**config.mk**
```make
export PLATFORM = sky130hd
export DESIGN_NAME = text_msg_ctrl_flat
export DESIGN_NICKNAME = d
export VERILOG_FILES = /design/src/rtl/text_msg_ctrl_if.sv /design/src/rtl/text_msg_ctrl.sv /design/src/flat_wrapper.sv
export SDC_FILE = /design/constraint.sdc
export NUM_CORES = 1
export LEC_CHECK = 0
export ABC_AREA = 0
export CORE_ASPECT_RATIO = 0.7
export CORE_MARGIN = 2
export CORE_UTILIZATION = 30
export CTS_CLUSTER_DIAMETER = 50
export DETAILED_ROUTE_END_ITERATION = 8
export HOLD_SLACK_MARGIN = 0.08
export PLACE_DENSITY_LB_ADDON = 0.08
export REMOVE_ABC_BUFFERS = 1
export SYNTH_ARGS = -nofsm -noshare
export SYNTH_HDL_FRONTEND = slang
export SYNTH_SLANG_ARGS = --single-unit
```
**constraint.sdc**
```tcl
create_clock -name clk -period 2 [get_ports clk]
set_clock_uncertainty 0.05 [all_clocks]
set_input_delay 0.2 -clock clk [delete_from_list [all_inputs] [get_ports clk]]
set_output_delay 0.2 -clock clk [all_outputs]
set_load 0.01 [all_outputs]
```
**src/rtl/text_msg_ctrl_if.sv**
```systemverilog
// Request/acknowledge handshake between the game-state logic and text_msg_ctrl.
// The master is the requester; the slave is the loader.
interface text_msg_ctrl_if;
  logic       msg_req;
  logic [3:0] msg_id;
  logic       msg_ack;
  logic       msg_err;
  logic       busy;

  modport master (
    output msg_req, msg_id,
    input  msg_ack, msg_err, busy
  );

  modport slave (
    input  msg_req, msg_id,
    output msg_ack, msg_err, busy
  );
endinterface

```
**src/rtl/text_msg_ctrl.sv**
```systemverilog
// Clears the 16x16 text buffer and copies a null-terminated ROM message into it.
// Define TEXT_BLINK_EN to add the frame-counted blink of text_visible.
module text_msg_ctrl #(
  parameter int          MSG_COUNT    = 16,
  parameter int          BLINK_FRAMES = 30,
  parameter logic [7:0]  FILL_CHAR    = 8'h20
) (
  input  logic            clk,
  input  logic            rst,
  text_msg_ctrl_if.slave  req,
  output logic [11:0]     rom_addr,
  input  logic [7:0]      rom_data,
  output logic            buf_we,
  output logic [7:0]      buf_addr,
  output logic [7:0]      buf_data,
  input  logic            frame_tick,
  output logic            text_visible
);

  typedef enum logic [2:0] {IDLE, CLEAR, READ, WRITE, DONE} state_t;

  state_t      state, state_nxt;
  logic [7:0]  idx, idx_nxt;
  logic [3:0]  id, id_nxt;
  logic        ack_nxt, err_nxt, busy_nxt, we_nxt;
  logic [11:0] rom_addr_nxt;
  logic [7:0]  addr_nxt, data_nxt;
  logic        id_valid;

  assign id_valid = (int'(id) < MSG_COUNT);

  always_ff @(posedge clk or negedge rst) begin
    if (!rst) begin
      state       <= IDLE;
      idx         <= '0;
      id          <= '0;
      req.msg_ack <= 1'b0;
      req.msg_err <= 1'b0;
      req.busy    <= 1'b0;
      rom_addr    <= '0;
      buf_we      <= 1'b0;
      buf_addr    <= '0;
      buf_data    <= '0;
    end else begin
      state       <= state_nxt;
      idx         <= idx_nxt;
      id          <= id_nxt;
      req.msg_ack <= ack_nxt;
      req.msg_err <= err_nxt;
      req.busy    <= busy_nxt;
      rom_addr    <= rom_addr_nxt;
      buf_we      <= we_nxt;
      buf_addr    <= addr_nxt;
      buf_data    <= data_nxt;
    end
  end

  // Outputs are computed for the state being entered so every strobe is a flop.
  always_comb begin
    state_nxt    = state;
    idx_nxt      = idx;
    id_nxt       = id;
    ack_nxt      = 1'b0;
    err_nxt      = req.msg_err;
    busy_nxt     = req.busy;
    we_nxt       = 1'b0;
    rom_addr_nxt = rom_addr;
    addr_nxt     = buf_addr;
    data_nxt     = buf_data;
    unique case (state)
      IDLE: begin
        if (req.msg_req) begin
          state_nxt = CLEAR;
          id_nxt    = req.msg_id;
          idx_nxt   = '0;
          busy_nxt  = 1'b1;
          we_nxt    = 1'b1;
          addr_nxt  = '0;
          data_nxt  = FILL_CHAR;
        end
      end
      CLEAR: begin
        if (idx == 8'hFF) begin
          idx_nxt = '0;
          if (id_valid) begin
            state_nxt    = READ;
            rom_addr_nxt = {id, 8'h00};
          end else begin
            state_nxt = DONE;
            ack_nxt   = 1'b1;
            err_nxt   = 1'b1;
          end
        end else begin
          idx_nxt  = idx + 8'd1;
          we_nxt   = 1'b1;
          addr_nxt = idx + 8'd1;
          data_nxt = FILL_CHAR;
        end
      end
      // rom_data answers the address registered on entry to READ, so the
      // write strobe is prepared here and is a terminator flag in WRITE.
      READ: begin
        state_nxt = WRITE;
        we_nxt    = (rom_data != 8'h00);
        addr_nxt  = idx;
        data_nxt  = rom_data;
      end
      WRITE: begin
        if (!buf_we || idx == 8'hFF) begin
          state_nxt = DONE;
          ack_nxt   = 1'b1;
        end else begin
          state_nxt    = READ;
          idx_nxt      = idx + 8'd1;
          rom_addr_nxt = {id, idx + 8'd1};
        end
      end
      DONE: begin
        state_nxt = IDLE;
        busy_nxt  = 1'b0;
        err_nxt   = 1'b0;
      end
      default: state_nxt = IDLE;
    endcase
  end

`ifdef TEXT_BLINK_EN
  localparam int CW = (BLINK_FRAMES > 1) ? $clog2(BLINK_FRAMES) : 1;
  localparam logic [CW-1:0] LAST_FRAME = CW'(BLINK_FRAMES - 1);

  logic [CW-1:0] frame_cnt;

  // A finished load restarts the blink phase visible, even on a frame tick.
  always_ff @(posedge clk or negedge rst) begin
    if (!rst) begin
      frame_cnt    <= '0;
      text_visible <= 1'b1;
    end else if (state == DONE) begin
      frame_cnt    <= '0;
      text_visible <= 1'b1;
    end else if (frame_tick) begin
      if (frame_cnt == LAST_FRAME) begin
        frame_cnt    <= '0;
        text_visible <= ~text_visible;
      end else begin
        frame_cnt <= frame_cnt + CW'(1);
      end
    end
  end
`else
  localparam int unused_blink_frames = BLINK_FRAMES;
  logic unused_frame_tick;

  assign unused_frame_tick = frame_tick;
  assign text_visible      = 1'b1;
`endif

endmodule
```
**src/flat_wrapper.sv**
```systemverilog
// flat-port wrapper written by rule: the top's interface ports become plain ports
module text_msg_ctrl_flat 
#(
  parameter int          MSG_COUNT    = 16,
  parameter int          BLINK_FRAMES = 30,
  parameter logic [7:0]  FILL_CHAR    = 8'h20
)
  (clk, rst, rom_addr, rom_data, buf_we, buf_addr, buf_data, frame_tick, text_visible, req_msg_req, req_msg_id, req_msg_ack, req_msg_err, req_busy);
  text_msg_ctrl_if req_i ();
  input  logic clk;
  input  logic rst;
  output logic [11:0] rom_addr;
  input  logic [7:0] rom_data;
  output logic buf_we;
  output logic [7:0] buf_addr;
  output logic [7:0] buf_data;
  input  logic frame_tick;
  output logic text_visible;
  input wire logic [$bits(req_i.msg_req)-1:0] req_msg_req;
  input wire logic [$bits(req_i.msg_id)-1:0] req_msg_id;
  output wire logic [$bits(req_i.msg_ack)-1:0] req_msg_ack;
  output wire logic [$bits(req_i.msg_err)-1:0] req_msg_err;
  output wire logic [$bits(req_i.busy)-1:0] req_busy;
  assign req_i.msg_req = req_msg_req;
  assign req_i.msg_id = req_msg_id;
  assign req_msg_ack = req_i.msg_ack;
  assign req_msg_err = req_i.msg_err;
  assign req_busy = req_i.busy;
  text_msg_ctrl #(.MSG_COUNT(MSG_COUNT), .BLINK_FRAMES(BLINK_FRAMES), .FILL_CHAR(FILL_CHAR)) u_core (.clk(clk), .rst(rst), .req(req_i), .rom_addr(rom_addr), .rom_data(rom_data), .buf_we(buf_we), .buf_addr(buf_addr), .buf_data(buf_data), .frame_tick(frame_tick), .text_visible(text_visible));
endmodule
```
== Yosys cells after proc, flatten, opt, wreduce, memory -nomap -nowiden ==
Index checks and enable logic that the tools add are counted.
W data, S select, Z words.

* Add/sub/neg operators: 1
* $mul: 0
* Div/mod/pow operators: 0
* Order comparisons: 0
* Eq/ne operators: 9
* Shift-type cells: 0
* Multiplexer cells: 23
* Bitwise gates (word level): 0
* Reduce and logical (&&, ||, !) cells: 14

{| class="wikitable"
|+ Operator list
! kind !! number
|-
| $pmux W8 S3 || 3
|-
| $mux W8 || 6
|-
| $mux W12 || 2
|-
| $pmux W12 S2 || 1
|-
| $pmux W3 S4 || 1
|-
| $mux W3 || 3
|-
| $reduce_and A3 Y1 || 3
|-
| $add A8 B1 Y8 const B || 1
|-
| $eq A8 B8 Y1 const B || 1
|-
| $reduce_bool A8 Y1 || 1
|-
| $eq A3 B2 Y1 const B || 2
|-
| $ne A2 B2 Y1 const B || 3
|-
| $reduce_and A2 Y1 || 3
|-
| $reduce_bool A3 Y1 || 2
|-
| $mux W1 || 5
|-
| $reduce_bool A2 Y1 || 2
|-
| $eq A3 B1 Y1 const B || 1
|-
| $eq A3 B3 Y1 const B || 1
|-
| $logic_not A3 Y1 || 1
|-
| $pmux W1 S3 || 1
|-
| $ne A2 B1 Y1 const B || 1
|-
| $pmux W1 S2 || 1
|-
| $logic_not A1 Y1 || 1
|-
| $logic_or A1 B1 Y1 || 1
|}

* Register bits after elaboration: 46
* Bits in latches: 0
* Bits in writable memories: 0
* Memory bits (read-only): 0
* Output and inout port bits: 33
* Memories: 0

== Longest topological paths before layout ==
* Depth after elaboration: 4
* Depth in mapped cells: 7

== Least setup slack after synthesis ==
OpenSTA, ideal clock, no wires.

* Path type: reg-to-reg
* Start: register u_core.idx[0]
* End: register u_core.idx[6]
* Setup time: 0.127 ns
* Data arrival time: 1.606 ns
* Setup slack: 0.217 ns
* Cell stages (with the launch flop): 8
* Buffers on the path: 2
* Clock period less this slack: 1.783 ns
* Cells stage by stage: dfrtp_1 > ha_1 > and3_1 > buf_4 > a21oi_4 > buf_4 > o22ai_1 > o2bb2ai_1

* Cells in the longest elaborated chain, start to end: 4
* Elaborated cells on any way between the ends: 8
* Those cells by class: add/sub (1); eq/ne (2); mux (3); reduce/logical (2)

{| class="wikitable"
|+ RTL lines
! item !! line !! text
|-
| start: declaration || text_msg_ctrl.sv:23 || <nowiki>logic [7:0] idx, idx_nxt;</nowiki>
|-
| start signal: assignment || text_msg_ctrl.sv:46 || <nowiki>idx <= idx_nxt;</nowiki>
|-
| branches (longest 4 deep; another with $add A8 B1 Y8) || -- ||
|}

Parallel ways; which one is timed is not known. The select of a mux whose other input is x is not followed.
A chain may end at the register's enable or synchronous reset.

== Final worst setup path ==
* Start: register u_core.idx[0]
* End: register u_core.rom_addr[8]

* Cells in the longest elaborated chain, start to end: 4
* Elaborated cells on any way between the ends: 5
* Those cells by class: eq/ne (3); reduce/logical (2)

{| class="wikitable"
|+ RTL lines
! item !! line !! text
|-
| $eq A8 B8 Y1 (*) || text_msg_ctrl.sv:83, text_msg_ctrl.sv:109 ||
|-
| $logic_or A1 B1 Y1 || text_msg_ctrl.sv:109 || <nowiki>if (!buf_we || idx == 8'hFF) begin</nowiki>
|-
| $ne A2 B2 Y1 (no line) || -- ||
|-
| $reduce_and A3 Y1 (no line) (*) || -- ||
|-
| end signal: assignment || text_msg_ctrl.sv:51 || <nowiki>rom_addr <= rom_addr_nxt;</nowiki>
|-
| end: declaration || text_msg_ctrl.sv:11 || <nowiki>output logic [11:0] rom_addr,</nowiki>
|}

Every way passes the cells marked *; elsewhere a longest branch is shown, timed or not.

==> results_dict.tcl <==
set metrics [dict create \
    htreeDepth 2 \
    cp-end-kind "register" \
    peakVddDrop_v 0.0002595 \
    yosysSeqAreaShare_pct 47.06 \
    grt_pass1_vias 1932 \
    r2r_start "u_core.idx[0]" \
    grt_max_degree 26 \
    nets 302 \
    start_kind "register" \
    io_buffers 45 \
    holdWs_ns 0.3947 \
    cts_root_buf "clkbuf_16" \
    rows 27 \
    tightestPinTransition_ns 0.5923 \
    worst_ep_required_time_ns 2.15 \
    synthArstFlopShare_pct 100.0 \
    area_delta_synth_final_pct 32.53 \
    top_layer_used "met4" \
    maxCapViolCount 0 \
    detailroute.via_count 1980 \
    maxSlewViolCount 0 \
    drc_errors 0 \
    cts_tree "done" \
    max_freq_mhz 541.3 \
    layout-drive-gt1-share_pct 18.88 \
    path_cells "ha_1 -> and3_1 -> buf_4 -> a21boi_4 -> o22ai_1 -> a211oi_1" \
    synth_edf_count 0 \
    setup_viol 0 \
    clk_latency_ns 0.29 \
    final_cell_mix "dfrtp_1, clkdlybuf4s50_1, buf_4" \
    switchingPower_mw 0.3830 \
    placed_cell_area_mm2 0.003084 \
    relSlewSlack_pct 60.52 \
    crit_fanout 6 \
    synth.distinct_cells 54 \
    numCtsBuffers 5 \
    p_sw_share_pct 20.74 \
    initial_core_util_pct 31.08 \
    leakagePower_nw 1.418 \
    rsz0062_at_grt "false" \
    arrival_ns 1.99 \
    reg2reg_to "u_core.rom_addr[8]" \
    grt_first_pass_wirelength_mm 10.37 \
    wl_per_cell_um 16.50 \
    met2_length_mm 2.479 \
    crit_slowest_cell "dfrtp_1" \
    mostFrequentLayoutCell "dfrtp_1" \
    dp_hpwl_mm 4.705 \
    dieArea_mm2 0.008904 \
    postSynthAreaPerCell_um2 10.68 \
    crit_path_max_incr_delay_ns 0.38 \
    drtAntennaViolNets 0 \
    track_usage_pct 14.95 \
    fp.dieW_um 111.9 \
    met3_length_um 251 \
    finalWirelength_mm 6.384 \
    antenna_found_initial 0 \
    clk_pin_slew_ns 0.06 \
    yosysWarnings 0 \
    drt-met1-wl_mm 3.598 \
    dp_slack_ns 0.1619 \
    ctsResizeCount 0 \
    die_h_um 79.55 \
    power_density_mw_per_mm2 569.8 \
    power.clock.fraction_pct 45.8 \
    place_congestion 0.7878 \
    hold_viol 0 \
    dr.pass1.iters 4 \
    netlist_instances 229 \
    final_area_mm2 0.003242 \
    ff2ff_path_depth 6 \
    fp.coreArea_mm2 0.007871 \
    p_comb_share_pct 3.4 \
    via_per_inst 5.116 \
    syn_area_mm2 0.002446 \
    antenna_cells 0 \
    ys_ff_latch 46 \
    synth_ff_type "dfrtp_1" \
    ios 49 \
    period_needed_ns 1.847 \
    utilization_pct 41.19 \
    setup_slack_ns 0.1527 \
    path_class "reg2reg" \
    internal-power_mw 1.464 \
    rrSetupSlack_ns 0.15 \
    fin_setup_tns_ns 0 \
    drtIter0Drc 95 \
    ctsLongestPathBuffers 2 \
    status "finished clean" \
    hold_path.class "in2async" \
    clock-sinks 46 \
    overflow 0 \
    seqPwrFrac_pct 50.8 \
    period_share_pct 92.36 \
]
-- how the worst max path moves through the flow --
stage | startpoint | to | depth (start not counted)
2_1_floorplan | u_core.state[0] | u_core.buf_addr[1] | 5
3_3_place_gp | u_core.idx[0] | u_core.buf_addr[7] | 6
3_5_place_dp | u_core.idx[0] | u_core.buf_addr[7] | 6
4_1_cts | u_core.idx[0] | u_core.buf_addr[3] | 6
5_1_grt | u_core.idx[0] | u_core.rom_addr[11] | 6
6_report | u_core.idx[0] | u_core.rom_addr[8] | 6
-- flip-flops by register name, summed over array words and instances (netlist names) --
signal / flops
u_core.buf_data: 8
u_core.id: 4
u_core.req.msg_ack: 1
u_core.buf_we: 1
u_core.req.busy: 1
u_core.idx: 8
u_core.buf_addr: 8
u_core.state: 3
u_core.rom_addr: 12
-- layout make-up --
cell class / count / area (um2)
Clock buffer: 7 / 142.6
Clock inverter: 1 / 5.005
Tap cell: 101 / 126.4
Timing Repair Buffer: 71 / 655.6
Multi-Input combinational cell: 156 / 1142
Sequential cell: 46 / 1151
Inverter: 5 / 18.77
Fill cell: 804 / 4629
-- kinds of logic (layout without fill, tap and decap cells) --
family | count (synthesis) | count (layout) | synth area share, %
AOI/OAI and AO/OA | 77 | 77 | 23.99
and+or+nand+nor | 62 | 62 | 15.86
DFF | 46 | 46 | 47.06
buffers and inverters | 27 | 84 | 6.240
muxes | 11 | 11 | 4.962
xor gates and xnor gates | 3 | 3 | 1.074
other | 2 | 2 | 0.3070
adders and majority gates | 1 | 1 | 0.5114
-- synth_stat cells, types with 3 or more instances --
| cell | number | area share, % |
|---|---|---|
| o21a_1 | 3 | 0.92 |
| a211oi_1 | 4 | 1.2 |
| nand2_1 | 12 | 1.8 |
| nor2_1 | 10 | 1.5 |
| buf_4 | 9 | 2.8 |
| a21o_1 | 3 | 0.92 |
| nor4_1 | 6 | 1.5 |
| buf_2 | 8 | 1.6 |
| mux2_2 | 7 | 3.2 |
| o21ai_0 | 9 | 1.8 |
| nor3_1 | 7 | 1.4 |
| a21oi_1 | 10 | 2.0 |
| nand2b_1 | 4 | 1.0 |
| o22ai_1 | 7 | 1.8 |
| a22o_1 | 14 | 5.0 |
| inv_1 | 3 | 0.46 |
| o2bb2ai_1 | 5 | 1.8 |
| clkbuf_1 | 4 | 0.61 |
| a211o_1 | 5 | 1.8 |
| dfrtp_1 | 46 | 47 |
| a31oi_1 | 5 | 1.3 |
| and3_1 | 5 | 1.3 |
-- routing by layer --
metal | track usage (%) | up-vias
li1 | - | 970
met1 | 23.74 | 964
met2 | 19.52 | 41
met3 | 3.721 | 5
met4 | 4.074 | 0
met5 | 0 | -
-- critical path: cells and delay by family (launching register included) --
family	cells	cell delay, ns
AOI/OAI and AO/OA	3	0.57
adders and majority gates	1	0.27
buffers and inverters	1	0.19
DFF	1	0.38
and+or+nand+nor	1	0.29
-- power by group through the flow --
stage / Combinational (mW) / Sequential, mW / Clock (mW)
after global routing: 0.0708 / 0.938 / 0.913
final: 0.0629 / 0.938 / 0.846
after CTS: 0.0656 / 0.938 / 0.879
after global placement: 0.0637 / 0.955 / 0
after floorplan: 0.00889 / 0.954 / 0
after detailed placement: 0.0640 / 0.955 / 0
-- timing repair --
| action | 4_1_cts | 5_1_grt |
|---|---|---|
| hold endpoints to repair | 24 | 0 |
| hold buffers | 1 | 0 |
| setup buffers | 0 | 0 |
-- through the flow --
| stage | power [mW] | std cells |
|---|---|---|
| floorplan | 0.9631 | 207 |
| global placement | 1.019 | 378 |
| detailed placement | 1.019 | 378 |
| CTS | 1.882 | 387 |
| global route | 1.922 | 387 |
| finish | 1.847 | 387 |
Note: power is estimated with default switching activity, not from simulation.
